==> src/rtl/debug_chan_sequencer_pkg.sv <==
// debug_chan_sequencer_pkg
// Shared constants for the debug channel sequencer:
//   - mux geometry (number of channel codes, select width)
//   - default dwell counter width and guard length
//   - sequencer state encoding
//   - named debug mux channel codes
package debug_chan_sequencer_pkg;

    localparam int DEBUG_NUM_CHAN = 23;
    localparam int DEBUG_SEL_W    = 5;
    localparam int DEBUG_DWELL_W  = 16;
    localparam int DEBUG_GUARD    = 2;

    typedef enum logic [1:0] {
        ST_STATIC = 2'd0,
        ST_SCAN   = 2'd1,
        ST_FROZEN = 2'd2
    } seq_state_t;

    // Named debug mux sources
    localparam logic [DEBUG_SEL_W-1:0] DBG_CH_NRX = 5'd0;
    localparam logic [DEBUG_SEL_W-1:0] DBG_CH_SPI = 5'd11;

endpackage

==> src/rtl/debug_chan_sequencer_if.sv <==
// debug_chan_sequencer_if
// Configuration, trigger and status bundle of the debug channel sequencer.
//   master : APB-side configuration/trigger source, observes mux status
//   slave  : the sequencer itself
// Signals:
//   cfg_chan_sel  static channel code     cfg_scan_en   1=scan, 0=static
//   cfg_chan_mask scan enable per channel cfg_dwell     dwell length minus 1
//   trig_arm      arm pulse               trig_in       freeze trigger level
//   chan_sel      mux select              debug_valid   mux output settled
//   frame_start   scan wrap pulse         armed/frozen  trigger status
//   switch_ts     (DEBUG_SEQ_TIMESTAMP_EN only) counter value at last scan switch
interface debug_chan_sequencer_if
    import debug_chan_sequencer_pkg::*;
#(
    parameter int NUM_CHAN = DEBUG_NUM_CHAN,
    parameter int SEL_W    = DEBUG_SEL_W,
    parameter int DWELL_W  = DEBUG_DWELL_W
);
    logic [SEL_W-1:0]    cfg_chan_sel;
    logic                cfg_scan_en;
    logic [NUM_CHAN-1:0] cfg_chan_mask;
    logic [DWELL_W-1:0]  cfg_dwell;
    logic                trig_arm;
    logic                trig_in;
    logic [SEL_W-1:0]    chan_sel;
    logic                debug_valid;
    logic                frame_start;
    logic                armed;
    logic                frozen;
`ifdef DEBUG_SEQ_TIMESTAMP_EN
    logic [15:0]         switch_ts;

    modport master (
        output cfg_chan_sel, cfg_scan_en, cfg_chan_mask, cfg_dwell, trig_arm, trig_in,
        input  chan_sel, debug_valid, frame_start, armed, frozen, switch_ts
    );
    modport slave (
        input  cfg_chan_sel, cfg_scan_en, cfg_chan_mask, cfg_dwell, trig_arm, trig_in,
        output chan_sel, debug_valid, frame_start, armed, frozen, switch_ts
    );
`else
    modport master (
        output cfg_chan_sel, cfg_scan_en, cfg_chan_mask, cfg_dwell, trig_arm, trig_in,
        input  chan_sel, debug_valid, frame_start, armed, frozen
    );
    modport slave (
        input  cfg_chan_sel, cfg_scan_en, cfg_chan_mask, cfg_dwell, trig_arm, trig_in,
        output chan_sel, debug_valid, frame_start, armed, frozen
    );
`endif
endinterface

==> src/rtl/debug_chan_sequencer_next_chan.sv <==
// debug_next_chan
// Combinational circular priority finder over the scan enable mask.
//   mask   : channel enable mask
//   cur    : current channel code
//   next   : lowest set bit strictly above cur, else lowest set bit
//   lowest : lowest set bit of mask (0 when mask is empty)
//   any    : mask has at least one bit set
//   wrap   : no set bit above cur, so next wrapped to the lowest
module debug_next_chan
    import debug_chan_sequencer_pkg::*;
#(
    parameter int NUM_CHAN = DEBUG_NUM_CHAN,
    parameter int SEL_W    = DEBUG_SEL_W
) (
    input  logic [NUM_CHAN-1:0] mask,
    input  logic [SEL_W-1:0]    cur,
    output logic [SEL_W-1:0]    next,
    output logic [SEL_W-1:0]    lowest,
    output logic                any,
    output logic                wrap
);
    logic [NUM_CHAN-1:0] above;
    logic [SEL_W-1:0]    above_idx;
    logic                above_hit;

    for (genvar gi = 0; gi < NUM_CHAN; gi++) begin : g_above
        assign above[gi] = mask[gi] && (gi > int'(cur));
    end

    // Scanning downward leaves the lowest hit in each result.
    always_comb begin
        lowest    = '0;
        above_idx = '0;
        above_hit = 1'b0;
        for (int i = NUM_CHAN - 1; i >= 0; i--) begin
            if (mask[i]) begin
                lowest = SEL_W'(i);
            end
            if (above[i]) begin
                above_idx = SEL_W'(i);
                above_hit = 1'b1;
            end
        end
        any  = |mask;
        wrap = !above_hit;
        next = above_hit ? above_idx : lowest;
    end
endmodule

==> src/rtl/debug_chan_sequencer.sv <==
// debug_chan_sequencer
// Drives the debug mux select from the PCLK domain. Static mode forwards the
// programmed channel; scan mode rotates through the enabled channels with a
// programmable dwell. debug_valid is held low for GUARD cycles after every
// select change or dwell restart; an armed trigger edge freezes the sequencer.
// Ports:
//   PCLK    : system clock
//   PRESETn : asynchronous active-low reset
//   bus     : configuration/trigger inputs and mux status (slave modport)
// Optional: define DEBUG_SEQ_TIMESTAMP_EN to add bus.switch_ts, a capture of a
// free-running 16-bit PCLK counter taken at every scan channel switch.
module debug_chan_sequencer
    import debug_chan_sequencer_pkg::*;
#(
    parameter int NUM_CHAN = DEBUG_NUM_CHAN,
    parameter int SEL_W    = DEBUG_SEL_W,
    parameter int DWELL_W  = DEBUG_DWELL_W,
    parameter int GUARD    = DEBUG_GUARD
) (
    input  logic                  PCLK,
    input  logic                  PRESETn,
    debug_chan_sequencer_if.slave bus
);
    localparam int GUARD_W = ($clog2(GUARD + 1) < 1) ? 1 : $clog2(GUARD + 1);

    seq_state_t         state_reg, state_next;
    seq_state_t         prior_reg, prior_next;
    logic [SEL_W-1:0]   chan_sel_reg, chan_sel_next;
    logic [DWELL_W-1:0] dwell_reg, dwell_next;
    logic [GUARD_W-1:0] guard_reg, guard_next;
    logic               frame_reg, frame_next;
    logic               armed_reg, armed_next;
    logic               trig_q_reg;
    logic               trig_edge, freeze, restart;
    logic [SEL_W-1:0]   cfg_sel_mapped;
    logic [SEL_W-1:0]   nc_next, nc_lowest;
    logic               nc_any, nc_wrap;
`ifdef DEBUG_SEQ_TIMESTAMP_EN
    logic [15:0]        ts_cnt_reg;
    logic [15:0]        switch_ts_reg;
    logic               ts_capture;
`endif

    debug_next_chan #(
        .NUM_CHAN (NUM_CHAN),
        .SEL_W    (SEL_W)
    ) u_next_chan (
        .mask   (bus.cfg_chan_mask),
        .cur    (chan_sel_reg),
        .next   (nc_next),
        .lowest (nc_lowest),
        .any    (nc_any),
        .wrap   (nc_wrap)
    );

    // Out-of-range static codes select channel 0 rather than an undefined mux leg.
    assign cfg_sel_mapped = (int'(bus.cfg_chan_sel) < NUM_CHAN) ? bus.cfg_chan_sel : '0;
    assign trig_edge      = bus.trig_in & ~trig_q_reg;
    // An arm pulse in the same cycle as the edge re-arms instead of freezing.
    assign freeze         = armed_reg & trig_edge & ~bus.trig_arm;

    always_ff @(posedge PCLK or negedge PRESETn) begin
        if (!PRESETn) begin
            state_reg    <= ST_STATIC;
            prior_reg    <= ST_STATIC;
            chan_sel_reg <= '0;
            dwell_reg    <= '0;
            guard_reg    <= GUARD_W'(GUARD);
            frame_reg    <= 1'b0;
            armed_reg    <= 1'b0;
            trig_q_reg   <= 1'b0;
        end else begin
            state_reg    <= state_next;
            prior_reg    <= prior_next;
            chan_sel_reg <= chan_sel_next;
            dwell_reg    <= dwell_next;
            guard_reg    <= guard_next;
            frame_reg    <= frame_next;
            armed_reg    <= armed_next;
            trig_q_reg   <= bus.trig_in;
        end
    end

    always_comb begin
        state_next    = state_reg;
        prior_next    = prior_reg;
        chan_sel_next = chan_sel_reg;
        dwell_next    = dwell_reg;
        frame_next    = 1'b0;
        armed_next    = armed_reg;
        restart       = 1'b0;
`ifdef DEBUG_SEQ_TIMESTAMP_EN
        ts_capture    = 1'b0;
`endif
        // While frozen, an arm pulse is consumed by the unfreeze and does not re-arm.
        if (bus.trig_arm && state_reg != ST_FROZEN) begin
            armed_next = 1'b1;
        end

        case (state_reg)
            ST_STATIC: begin
                if (freeze) begin
                    state_next = ST_FROZEN;
                    prior_next = ST_STATIC;
                    armed_next = 1'b0;
                end else if (bus.cfg_scan_en && nc_any) begin
                    state_next    = ST_SCAN;
                    chan_sel_next = nc_lowest;
                    frame_next    = 1'b1;
                    dwell_next    = '0;
                    restart       = 1'b1;
                end else begin
                    chan_sel_next = cfg_sel_mapped;
                end
            end
            ST_SCAN: begin
                if (freeze) begin
                    state_next = ST_FROZEN;
                    prior_next = ST_SCAN;
                    armed_next = 1'b0;
                end else if (!bus.cfg_scan_en || !nc_any) begin
                    state_next    = ST_STATIC;
                    chan_sel_next = cfg_sel_mapped;
                end else if (dwell_reg >= bus.cfg_dwell) begin
                    // >= so that shrinking cfg_dwell mid-dwell ends the dwell at once
                    chan_sel_next = nc_next;
                    dwell_next    = '0;
                    frame_next    = nc_wrap;
                    restart       = 1'b1;
`ifdef DEBUG_SEQ_TIMESTAMP_EN
                    ts_capture    = 1'b1;
`endif
                end else begin
                    dwell_next = dwell_reg + 1'b1;
                end
            end
            ST_FROZEN: begin
                if (bus.trig_arm) begin
                    state_next = prior_reg;
                    dwell_next = '0;
                    restart    = 1'b1;
                end
            end
            default: begin
                state_next = ST_STATIC;
            end
        endcase

        if (restart || (chan_sel_next != chan_sel_reg)) begin
            guard_next = GUARD_W'(GUARD);
        end else if (guard_reg != '0) begin
            guard_next = guard_reg - 1'b1;
        end else begin
            guard_next = guard_reg;
        end
    end

`ifdef DEBUG_SEQ_TIMESTAMP_EN
    always_ff @(posedge PCLK or negedge PRESETn) begin
        if (!PRESETn) begin
            ts_cnt_reg    <= '0;
            switch_ts_reg <= '0;
        end else begin
            ts_cnt_reg <= ts_cnt_reg + 1'b1;
            if (ts_capture) begin
                switch_ts_reg <= ts_cnt_reg;
            end
        end
    end

    assign bus.switch_ts = switch_ts_reg;
`endif

    assign bus.chan_sel    = chan_sel_reg;
    assign bus.debug_valid = (guard_reg == '0);
    assign bus.frame_start = frame_reg;
    assign bus.armed       = armed_reg;
    assign bus.frozen      = (state_reg == ST_FROZEN);
endmodule

==> src/flat_wrapper.sv <==
// flat-port wrapper written by rule: the top's interface ports become plain ports
module debug_chan_sequencer_flat import debug_chan_sequencer_pkg::*;
#(
    parameter int NUM_CHAN = DEBUG_NUM_CHAN,
    parameter int SEL_W    = DEBUG_SEL_W,
    parameter int DWELL_W  = DEBUG_DWELL_W,
    parameter int GUARD    = DEBUG_GUARD
)
  (PCLK, PRESETn, bus_cfg_chan_sel, bus_cfg_scan_en, bus_cfg_chan_mask, bus_cfg_dwell, bus_trig_arm, bus_trig_in, bus_chan_sel, bus_debug_valid, bus_frame_start, bus_armed, bus_frozen);
  debug_chan_sequencer_if #(.NUM_CHAN(NUM_CHAN), .SEL_W(SEL_W), .DWELL_W(DWELL_W)) bus_i ();
  input  logic PCLK;
  input  logic PRESETn;
  input wire logic [$bits(bus_i.cfg_chan_sel)-1:0] bus_cfg_chan_sel;
  input wire logic [$bits(bus_i.cfg_scan_en)-1:0] bus_cfg_scan_en;
  input wire logic [$bits(bus_i.cfg_chan_mask)-1:0] bus_cfg_chan_mask;
  input wire logic [$bits(bus_i.cfg_dwell)-1:0] bus_cfg_dwell;
  input wire logic [$bits(bus_i.trig_arm)-1:0] bus_trig_arm;
  input wire logic [$bits(bus_i.trig_in)-1:0] bus_trig_in;
  output wire logic [$bits(bus_i.chan_sel)-1:0] bus_chan_sel;
  output wire logic [$bits(bus_i.debug_valid)-1:0] bus_debug_valid;
  output wire logic [$bits(bus_i.frame_start)-1:0] bus_frame_start;
  output wire logic [$bits(bus_i.armed)-1:0] bus_armed;
  output wire logic [$bits(bus_i.frozen)-1:0] bus_frozen;
  assign bus_i.cfg_chan_sel = bus_cfg_chan_sel;
  assign bus_i.cfg_scan_en = bus_cfg_scan_en;
  assign bus_i.cfg_chan_mask = bus_cfg_chan_mask;
  assign bus_i.cfg_dwell = bus_cfg_dwell;
  assign bus_i.trig_arm = bus_trig_arm;
  assign bus_i.trig_in = bus_trig_in;
  assign bus_chan_sel = bus_i.chan_sel;
  assign bus_debug_valid = bus_i.debug_valid;
  assign bus_frame_start = bus_i.frame_start;
  assign bus_armed = bus_i.armed;
  assign bus_frozen = bus_i.frozen;
  debug_chan_sequencer #(.NUM_CHAN(NUM_CHAN), .SEL_W(SEL_W), .DWELL_W(DWELL_W), .GUARD(GUARD)) u_core (.PCLK(PCLK), .PRESETn(PRESETn), .bus(bus_i));
endmodule
==> config.mk <==
export PLATFORM = sky130hd
export DESIGN_NAME = debug_chan_sequencer_flat
export DESIGN_NICKNAME = d
export VERILOG_FILES = /design/src/rtl/debug_chan_sequencer_pkg.sv /design/src/rtl/debug_chan_sequencer_if.sv /design/src/rtl/debug_chan_sequencer_next_chan.sv /design/src/rtl/debug_chan_sequencer.sv /design/src/flat_wrapper.sv
export SDC_FILE = /design/constraint.sdc
export NUM_CORES = 1
export LEC_CHECK = 0
export BUFFER_PORTS_ARGS = -buffer_cell sky130_fd_sc_hd__buf_2
export CORE_ASPECT_RATIO = 0.7
export CORE_UTILIZATION = 55
export DETAILED_ROUTE_END_ITERATION = 12
export HOLD_SLACK_MARGIN = 0.02
export PLACE_DENSITY_LB_ADDON = 0.05
export SYNTH_ARGS = -nofsm -noshare
export SYNTH_HDL_FRONTEND = slang
export SYNTH_SLANG_ARGS = --single-unit
==> constraint.sdc <==
create_clock -name PCLK -period 6.9 [get_ports PCLK]
set_input_delay 0 -clock PCLK [delete_from_list [all_inputs] [get_ports PCLK]]
set_output_delay 0 -clock PCLK [all_outputs]
set_load 0.005 [all_outputs]
==> flow_metrics.py <==
metrics = {
    "clocking": {
        "cts_setup_buffers": 0,
        "cts_buffer_depth": 2,
        "htree_levels": 2,
        "cts_made_buffers": 5,
        "clk_pin_slew_ps": 60,
        "clkLatencyLatePin_ps": 280,
        "cts.sinks": 29,
        "cts-root-buf": "clkbuf_8",
        "cts_tree": "done",
    },
    "routing": {
        "routed-wl-met2_um": 3900,
        "drt_iter0_drc": 396,
        "dr_wl_met3_um": 1140,
        "drtAntennaViolNets": 0,
        "top_layer": "met4",
        "routed_wl_um": 10000,
        "wl_per_cell_um": 17.5,
        "dr.pass1.iters": 5,
        "wl_met1_um": 4830,
        "via_per_inst": 6.48,
        "num_vias": 3692,
        "remaining_drc_errors": 0,
    },
    "floorplanning": {
        "core_area_um2": 5760,
        "pin_count": 58,
        "die_h_um": 67.0,
        "rows": 23,
        "die_w_um": 94.8,
        "start_util": 0.576,
        "dieArea_um2": 6350,
    },
    "yosys": {
        "synth_xor_xnor_area_share": 0.0317,
        "netlist.area_leader.share": 0.211,
        "ys_seq_area_frac": 0.219,
        "synth_area_leaders": "dfrtp_1 21%, ha_1 6.8%, nor2_1 5.5%, a21oi_1 5.4%, o21ai_0 4.8%",
        "synthMuxAreaShare": 0.00905,
        "syn_nets": 513,
        "ys_warn_count": 0,
        "synth_top_family_by_area": "compound AO/OA/AOI/OAI gates",
        "synth_cell_types": 71,
        "ys.flop_type": "dfrtp_1",
        "synth_area_per_cell_um2": 7.44,
        "synth_compound_area_frac": 0.317,
        "synth_simple_gate_area_share": 0.289,
        "ys_seq_elements": 29,
        "syn_inst": 446,
        "syn_area_um2": 3320,
        "synthArstFlopShare": 1.00,
        "synthAdderAreaFrac": 0.0679,
        "synth_edf_count": 0,
        "synth.largest_area_cell": "dfrtp_1",
    },
    "worst_setup_path": {
        "r2r_cells": 9,
        "crit_slowest_cell": "dfrtp_1",
        "cp-start-kind": "register",
        "reg2reg_slack_ps": 3340,
        "critical_path.max_fanout": 32,
        "critPathMaxStageDelay_ps": 980,
        "cp_cell_sequence": "nand3_1, a32o_1, or4b_4, a2111oi_0, o211a_1, nor3_1, nor4_1, o311a_1, nor3b_2",
        "cp-end-kind": "register",
        "r2r-start": "u_core.bus.chan_sel[1]$_DFF_PN0_",
        "rr_endpoint": "u_core.guard_reg[0]$_DFFE_PN0P_",
        "arrival_ps": 3760,
        "critPathKind": "register to register",
        "cp.required_ps": 7100,
    },
    "global_route": {
        "antenna_found_initial": 0,
        "grt_pass1_wl_um": 15900,
        "grt_max_degree": 33,
        "grt_use_total": 0.331,
        "grt_pass1_vias": 3198,
        "gr-total-overflow": 0,
    },
    "cells_and_area": {
        "diodes": 0,
        "final_common_cell": "buf_2",
        "drive_above_1_share": 0.160,
        "layout.nets": 561,
        "largest_reg_flops": 16,
        "mostFrequentLayoutCells": "57 x buf_2, 49 x nor2_1, 36 x a21oi_1",
        "area_growth_syn_to_layout_pct": 12.1,
        "design_area_um2": 3720,
        "fin_cells": 570,
    },
    "timing": {
        "final-setup-viol-count": 0,
        "tightest_slew_ps": 974,
        "setup_ws_ps": 3340,
        "finalHoldViolCount": 0,
        "grt_setup_unrepaired": "false",
        "slew_headroom": 0.351,
        "slew_viol_final": 0,
        "finClkSkew_ps": 2.82,
        "fmax_mhz": 281,
        "fin_crit_sh": 0.516,
        "finalSetupTns_ps": 0,
        "fin_crit_ps": 3560,
    },
    "run_status": {
        "status": "finished clean",
    },
    "power_and_ir_drop": {
        "intPower_uw": 387,
        "p_switching_uw": 295,
        "p_seq_frac": 0.363,
        "leakage_uw": 0.00168,
        "p_clk_frac": 0.195,
        "p_sw_frac": 0.432,
        "pwr-share-comb": 0.442,
        "ir_drop_uv": 156,
        "power.density_nw_per_um2": 184,
    },
    "min_path": {
        "worstHoldPathType": "primary input to async pin",
    },
    "place": {
        "gp_congestion": 0.989,
        "hpwl_um": 7760,
        "dp.cells": 559,
        "dp_slack_ps": 3450,
        "io_buffer_count": 57,
        "dpl_cell_area_um2": 3600,
    },
    "job": {
        "drv_cap": 0,
    },
}
Yosys cell counts, types with 4 or more instances:
library cell	number
nand3_1	15
nor3b_1	5
o21ai_0	32
o21a_1	9
a21oi_1	36
nand2_1	34
or4_1	4
or3_1	5
nor2_1	49
a211o_1	4
clkbuf_1	12
ha_1	18
xnor2_1	5
and2_1	4
nor4_1	6
and3_1	6
nor2b_1	6
buf_2	4
a22oi_1	4
a2111oi_0	4
inv_1	32
nand4_1	9
nand2b_1	8
o211ai_1	5
nor3_1	11
a211oi_1	5
o2111ai_1	5
xor2_1	7
dfrtp_1	28
repair_timing:
item	CTS	global route
gates resized for setup	0	0
hold buffers	3	0
endpoints found under the hold margin	31	0
area by class of cell:
cell class	count	area, um2
Inverter	32	120
Clock buffer	6	72.6
Tap cell	75	93.8
Timing Repair Buffer	61	323
Clock inverter	2	10.0
Fill cell	532	2040
Multi-Input combinational cell	365	2370
Sequential cell	29	727
critical path, delay by kind of cell (launching register included):
kind	cells	cell delay [ps]
and+or+nand+nor	5	1290
AOI/OAI and AO/OA	4	1200
DFF	1	980
stage by stage:
step | utilization | power, uW | hold WS (ps)
floorplan | - | 449 | -296
global route | 0.646 | 731 | 340
finish | 0.646 | 682 | 289
global placement | 0.626 | 535 | 54.1
CTS | 0.646 | 674 | 290
detailed placement | 0.626 | 538 | 59.7
power groups by stage:
stage	clock network [uW]	logic, uW	registers, uW
finish	133	301	248
global route	144	333	254
detailed placement	0	290	248
floorplan	0	241	208
CTS	135	294	245
global placement	0	289	246
routing by layer:
metal  vias up  track usage
met5         -            0
met4         0       0.0625
met1      1679        0.509
met2       216        0.451
met3        23       0.0913
li1       1774            -
logic make-up after synthesis:
kind of cell / Yosys count
AOI/OAI and AO/OA: 153
adders and majority gates: 18
buffers and inverters: 52
DFF: 29
muxes: 3
and+or+nand+nor: 179
xor gates and xnor gates: 12
worst max-delay path by stage:
stage	startpoint	to	slack [ps]	cells past startpoint
2_1_floorplan	u_core.bus.chan_sel[0]$_DFF_PN0_	u_core.guard_reg[0]$_DFFE_PN0P_	4270	10
3_3_place_gp	u_core.bus.chan_sel[1]$_DFF_PN0_	u_core.guard_reg[0]$_DFFE_PN0P_	3580	9
3_5_place_dp	u_core.bus.chan_sel[1]$_DFF_PN0_	u_core.guard_reg[0]$_DFFE_PN0P_	3450	9
4_1_cts	u_core.bus.chan_sel[1]$_DFF_PN0_	u_core.guard_reg[0]$_DFFE_PN0P_	3440	9
5_1_grt	u_core.bus.chan_sel[1]$_DFF_PN0_	u_core.guard_reg[0]$_DFFE_PN0P_	3160	9
6_report	u_core.bus.chan_sel[1]$_DFF_PN0_	u_core.guard_reg[0]$_DFFE_PN0P_	3340	9
No activity file was read; power rests on OpenSTA's default activity.
